[config.mk]
export PLATFORM = sky130hd
export DESIGN_NAME = opb_register_simulink2ppc_snap
export DESIGN_NICKNAME = d
export VERILOG_FILES = /design/src/rtl/opb_register_simulink2ppc_snap.sv
export SDC_FILE = /design/constraint.sdc
export NUM_CORES = 1
export LEC_CHECK = 0
export ABC_CLOCK_PERIOD_IN_PS = 3200
export CORE_ASPECT_RATIO = 1.25
export CORE_MARGIN = 4
export CORE_UTILIZATION = 41
export CTS_CLUSTER_SIZE = 30
export DETAILED_ROUTE_END_ITERATION = 8
export HOLD_SLACK_MARGIN = 0.05
export PLACE_DENSITY = 0.93
export REMOVE_ABC_BUFFERS = 1
export SLEW_MARGIN = 20
export SYNTH_ARGS = -nofsm -noshare
export SYNTH_HDL_FRONTEND = slang
export SYNTH_SLANG_ARGS = --single-unit
export TNS_END_PERCENT = 30
[constraint.sdc]
create_clock -name OPB_Clk -period 3.2 [get_ports OPB_Clk]
set_input_delay 0.32 -clock OPB_Clk [delete_from_list [all_inputs] [get_ports OPB_Clk]]
set_output_delay 0.32 -clock OPB_Clk [all_outputs]
set_load 0.01 [all_outputs]
[src/rtl/opb_register_simulink2ppc_snap.sv]
// OPB slave publishing a user-logic word to the PPC: DATA, STATUS and CTRL registers behind a one-cycle ack.
// Define OPB_S2P_OVERRUN_EN to build the overrun flag and saturating 16-bit overrun counter.
module opb_register_simulink2ppc_snap #(
    parameter logic [31:0] C_BASEADDR   = 32'h01004100,
    parameter logic [31:0] C_HIGHADDR   = 32'h010041FF,
    parameter int          C_OPB_AWIDTH = 32,
    parameter int          C_OPB_DWIDTH = 32,
    parameter              C_FAMILY     = "virtex6"
) (
    input  logic        OPB_Clk,
    input  logic        OPB_Rst_n,
    input  logic [0:31] OPB_ABus,
    input  logic [0:3]  OPB_BE,
    input  logic [0:31] OPB_DBus,
    input  logic        OPB_RNW,
    input  logic        OPB_select,
    input  logic        OPB_seqAddr,
    output logic [0:31] Sl_DBus,
    output logic        Sl_xferAck,
    output logic        Sl_errAck,
    output logic        Sl_retry,
    output logic        Sl_toutSup,
    input  logic [31:0] user_data_in,
    input  logic        user_valid,
    output logic        user_new
);

    localparam int unused_cfg = C_OPB_AWIDTH + C_OPB_DWIDTH + $bits(C_FAMILY);

    typedef enum logic [0:0] {
        ST_IDLE = 1'b0,
        ST_ACK  = 1'b1
    } state_t;

    state_t      state_q, state_d;
    logic [31:0] data_q, data_d;
    logic        new_q, new_d;
    logic        freeze_q, freeze_d;
    logic [31:0] rdata_q, rdata_d;
    logic        ack_q, ack_d;
`ifdef OPB_S2P_OVERRUN_EN
    logic        ovr_q, ovr_d;
    logic [15:0] cnt_q, cnt_d;
`endif

    logic        hit_s;
    logic        start_s;
    logic [5:0]  offset_s;
    logic [7:0]  wbyte_s;
    logic        data_rd_s;
    logic        ctrl_wr_s;
    logic        capture_s;
    logic [31:0] status_s;
    logic [31:0] rd_mux_s;
    logic        unused_s;

    assign unused_s  = ^{OPB_seqAddr, OPB_DBus[0:23], OPB_BE[0:2], OPB_ABus[30:31]};

    assign hit_s     = OPB_select && (OPB_ABus >= C_BASEADDR) && (OPB_ABus <= C_HIGHADDR);
    assign start_s   = (state_q == ST_IDLE) && hit_s;
    assign offset_s  = OPB_ABus[24:29];
    assign wbyte_s   = OPB_DBus[24:31];
    assign data_rd_s = start_s && OPB_RNW && (offset_s == 6'd0);
    assign ctrl_wr_s = start_s && !OPB_RNW && (offset_s == 6'd2) && OPB_BE[3];
    assign capture_s = user_valid && !freeze_q;

`ifdef OPB_S2P_OVERRUN_EN
    assign status_s  = {cnt_q, 14'd0, ovr_q, new_q};
`else
    assign status_s  = {31'd0, new_q};
`endif

    // Read multiplexer over the register state as it stands in the decode cycle
    always_comb begin
        rd_mux_s = 32'd0;
        case (offset_s)
            6'd0:    rd_mux_s = data_q;
            6'd1:    rd_mux_s = status_s;
            6'd2:    rd_mux_s = {31'd0, freeze_q};
            default: rd_mux_s = 32'd0;
        endcase
    end

    // Slave FSM and register next-state; a capture beats a same-cycle clearing read
    always_comb begin
        state_d  = state_q;
        data_d   = data_q;
        new_d    = new_q;
        freeze_d = freeze_q;
        rdata_d  = 32'd0;
        ack_d    = 1'b0;
        case (state_q)
            ST_IDLE: begin
                if (hit_s) begin
                    state_d = ST_ACK;
                    ack_d   = 1'b1;
                    if (OPB_RNW) begin
                        rdata_d = rd_mux_s;
                    end else begin
                        rdata_d = 32'd0;
                    end
                end else begin
                    state_d = ST_IDLE;
                end
            end
            ST_ACK:  state_d = ST_IDLE;
            default: state_d = ST_IDLE;
        endcase
        if (capture_s) begin
            data_d = user_data_in;
            new_d  = 1'b1;
        end else if (data_rd_s) begin
            new_d  = 1'b0;
        end else begin
            new_d  = new_q;
        end
        if (ctrl_wr_s) begin
            freeze_d = wbyte_s[0];
        end else begin
            freeze_d = freeze_q;
        end
    end

`ifdef OPB_S2P_OVERRUN_EN
    // Overrun tracking: clear wins over a same-cycle increment; counter saturates
    always_comb begin
        ovr_d = ovr_q;
        cnt_d = cnt_q;
        if (ctrl_wr_s && wbyte_s[1]) begin
            ovr_d = 1'b0;
            cnt_d = 16'd0;
        end else if (capture_s && new_q && !data_rd_s) begin
            ovr_d = 1'b1;
            if (cnt_q != 16'hFFFF) begin
                cnt_d = cnt_q + 16'd1;
            end else begin
                cnt_d = cnt_q;
            end
        end else begin
            ovr_d = ovr_q;
            cnt_d = cnt_q;
        end
    end

    // Overrun state registers
    always_ff @(posedge OPB_Clk or negedge OPB_Rst_n) begin
        if (!OPB_Rst_n) begin
            ovr_q <= 1'b0;
            cnt_q <= 16'd0;
        end else begin
            ovr_q <= ovr_d;
            cnt_q <= cnt_d;
        end
    end
`endif

    // Main state registers
    always_ff @(posedge OPB_Clk or negedge OPB_Rst_n) begin
        if (!OPB_Rst_n) begin
            state_q  <= ST_IDLE;
            data_q   <= 32'd0;
            new_q    <= 1'b0;
            freeze_q <= 1'b0;
            rdata_q  <= 32'd0;
            ack_q    <= 1'b0;
        end else begin
            state_q  <= state_d;
            data_q   <= data_d;
            new_q    <= new_d;
            freeze_q <= freeze_d;
            rdata_q  <= rdata_d;
            ack_q    <= ack_d;
        end
    end

    assign Sl_DBus    = rdata_q;
    assign Sl_xferAck = ack_q;
    assign Sl_errAck  = 1'b0;
    assign Sl_retry   = 1'b0;
    assign Sl_toutSup = 1'b0;
    assign user_new   = new_q;

endmodule
After elaboration in Yosys (flattened, before gate mapping). Cells that the tools add are included.

Register bits after elaboration: 68. Output and inout port bits: 37. Logic and storage cells: 33.

$lt $le $gt $ge: 2. Equality and inequality tests: 2. Muxes and demuxes: 9. Bitwise gates (word level): 1. Reductions and logical operators: 13.

Operators with widths (count): $mux 32 (3); $pmux 32 s3 (1); $ge 32x25->1 const B (1); $le 32x25->1 const B (1); $logic_and 1x1->1 (9); $eq 6x1->1 const B (1); $eq 6x2->1 const B (1); $logic_not 6->1 (1); $mux 1 (4); $logic_not 1->1 (2); $pmux 1 s2 (1); $reduce_bool 2->1 (1); $not 1->1 (1).

Longest topological paths before layout.
Depth in word-level cells: 8. Gate-level depth with buffers: 5.

Least setup slack after synthesis. Ideal clock, no wire load.

Kind: input-to-reg. Start: input port OPB_ABus[1] in the netlist's numbering. End: register freeze_q. Data arrival time: 1.434 ns. Data required time: 3.072 ns. Setup slack: 1.638 ns. Stages on the path: 4. Buffers on the path: 0. Cells stage by stage: nor4b_2 > nand4_2 > nor4_1 > mux2_1.

Longest elaborated chain between the ends: 7. Elaborated cells on any way between the ends: 8. Classes of those cells: order compare: 2; reduce/logical: 6.

RTL lines: start, declared (RTL line 12) `input logic [0:31] OPB_ABus,`; $ge 32x25->1 (RTL line 59) `assign hit_s = OPB_select && (OPB_ABus >= C_BASEADDR) && (OPB_ABus <= C_HIGHADDR);`; $logic_and 1x1->1 (RTL line 59); $logic_and 1x1->1 (*) (RTL line 59); $logic_and 1x1->1 (*) (RTL line 60) `assign start_s = (state_q == ST_IDLE) && hit_s;`; $logic_and 1x1->1 (*) (3 in a row) (RTL line 64) `assign ctrl_wr_s = start_s && !OPB_RNW && (offset_s == 6'd2) && OPB_BE[3];`; end signal, assigned (RTL line 170) `freeze_q <= freeze_d;`; end, declared (RTL line 38) `logic freeze_q, freeze_d;`.

Mark *: on every way between the ends. The rest lies on a longest branch, timed or not. A chain may end at the register's enable or synchronous reset.

Final worst setup path.
Start: input port OPB_ABus[2] in the netlist's numbering. End: register freeze_q.

Same word-level chain as after synthesis.

==> metrics <==
post-synthesis mux area share 0.151; largest net degree at the start of global routing 34; Min Hold Slack between 0.4 and 0.5 ns; min-delay src data_q[29]; Crit Path Class in2reg; CTS Root Cell clkbuf_8; Die Area 7480 um^2; width of the die between 70 and 80 um; final-report max-slew violation count 0; Seq/Total Area, Yosys 0.665; Max FO, Critical Path 4; DRT iter0 DRCs 62; Area Growth Syn to Fin 49.9%; most common cell after layout, fill and taps aside clkdlybuf4s50_1; grt total ovfl 0; Leakage Power 1.67 nW; Peak Freq 0.543 GHz; cell area after synthesis 2520 um^2; drt drc 0; Worst EP required 3.40 ns; Syn Area/Cell 15.2 um^2; number of global-route vias before repair about 1800; Post-DRT Antenna Nets 0; Sum Neg Setup Slack 0 ns; RSZ-0062 raised after global routing false; non-filler instance count after layout 362; fraction of the mapped netlist area in simple logic gates 0.146; crit path cell chain clkdlybuf4s50_1 -> nor4_2 -> nand4_2 -> nor4_1 -> mux2_1; fin util 0.641; I/O Buffers around 100; GPL Wtd Cong 0.786; Tmin final approximately 1.8 ns; CTS max path bufs 2; Placed Cells about 350; fin nets 382; Max stage delay on crit path 0.41 ns; area of the core between 5000 and 6000 um^2; first-pass GRT wire length between 8 and 9 mm; GRT Total Usage 0.150; Worst EP arrival 2.04 ns; post-DR wirelength/cell 14.3 um; layout cell share with drive strength beyond 1 0.0893; Antenna diodes 0; hold crit path type reg2reg; total CTS buffers 9; initial core utilization 0.428; Adder-Cell Fraction of Synth Area 0; largest family of logic cells by synthesized area multiplexers; Worst path slowest cell clkdlybuf4s50_1; Synth Area in Compound Gates 0.00496; worst setup path startpoint OPB_ABus[2]; HPWL after detailed placement 3.84 mm; most frequent cells in the layout 101 x clkdlybuf4s50_1, 67 x dfrtp_1, 33 x mux2_1, 31 x and2_1, 10 x clkbuf_8; Worst Clk Skew approximately 0.012 ns; CTS tree done; filler cell count 458; VDD IR max 0.307 mV; Cell Pwr Density between 400 and 500 nW/um^2; initial antenna violation count 0; # setup viols final 0; Clock Latency Late Sink between 0.3 and 0.4 ns; #FFs+latches synth 67; Post-Synth XOR/XNOR Area 0; die height roughly 96 um; CTS Sinks 67; Mapped Cells 166; status finished, final reports clean; routed vias 1645; I/O pins approximately 140; yosys warns 0; final WL 5.19 mm; H-tree Lvls 3; worst-margin pin slew 0.571 ns; post-route clock period utilization 0.575; Reg clk slew, reported paths 0.07 ns; Initial DRT Pass Iterations 3; library cells used by synthesis 25; crit path capture type flop; final hold violation count 0; # rows 31; r2r startpoint Sl_xferAck; Worst slew margin 0.619; maxcap violations 0; CP startpoint kind input port; via density per instance roughly 4.5
final cells by class:
cell class,count,area (um^2),share of cell area
sequential,67,1680,0.443
timing repair buffer,107,1060,0.279
multi-input combinational,90,782,0.207
clock buffer,12,145,0.0384
tap,82,103,0.0271
clock inverter,3,15.0,0.00397
inverter,1,3.75,0.000993
Yosys cell counts, drive strengths merged:
library cell / number / area share
and2: 31 / 0.077
o21bai: 1 / 0.0030
dfrtp: 67 / 0.66
nor4: 6 / 0.023
nor2: 1 / 0.0015
buf: 9 / 0.028
or3b: 1 / 0.0035
nand4: 1 / 0.0050
nor2b: 1 / 0.0025
mux2i: 1 / 0.0040
clkbuf: 1 / 0.0015
nor3b: 1 / 0.0030
conb: 1 / 0.0015
nand3b: 1 / 0.0030
mux2: 33 / 0.15
or4bb: 1 / 0.0045
nor4b: 4 / 0.019
o21ai: 1 / 0.0020
inv: 1 / 0.0015
nand2: 3 / 0.0045
power breakdown:
part / internal [W] / switching [W] / leakage (nW)
sequential: 0.000887 / 0.0000157 / 0.858
clock: 0.000295 / 0.000291 / 0.0860
combinational: 0.000106 / 0.0000509 / 0.724
total: 0.00129 / 0.000358 / 1.67
routing by layer:
layer / track usage / vias to the layer above / share of wire
met5: 0 / - / 0
met4: 0.0700 / 0 / 0.012
met3: 0.0684 / 7 / 0.11
met2: 0.259 / 76 / 0.50
met1: 0.157 / 788 / 0.37
li1: - / 774 / -
what timing repair did:
item / CTS / global route
buffers inserted: 0 / 0
hold buffers: 1 / 0
endpoints found under the hold margin: 25 / 0
resized for setup: 0 / 0
logic make-up (layout without fill, tap and decap cells):
family	Yosys count	in the layout
buf+inv	11	123
other cells	1	3
mux	34	34
simple gates	51	51
compound gates	2	2
flops	67	67
metrics by stage:
stage | cell area (um^2) | total power (W) | setup slack [ns]
2_1_floorplan | 2450 | 0.000960 | 0.784
3_3_place_gp | 3610 | 0.00107 | 1.04
3_5_place_dp | 3610 | 0.00108 | 0.964
4_1_cts | 3780 | 0.00167 | 1.32
5_1_grt | 3780 | 0.00173 | 1.22
6_report | 3780 | 0.00165 | 1.36
registers in the layout (all words and copies together), names as in the netlist:
register	count
Sl_DBus	32
freeze_q	1
user_new	1
Sl_xferAck	1
data_q	32
path summary, 6_finish.rpt:
check,endpoint,slack (ns),cells past startpoint
min,Sl_DBus[2],0.47,1
max reg2reg,freeze_q,1.49,4
max,freeze_q,1.36,5
min reg2reg,Sl_DBus[2],0.47,1
min in group asynchronous,Sl_DBus[16],0.53,2
max in group asynchronous,freeze_q,1.93,3
critical path, delay by kind of cell:
kind	cells	cell delay, ns
and+or+nand+nor	3	0.93
muxes	1	0.37
buffers and inverters	1	0.41
No activity file was read; power rests on OpenSTA's default activity.
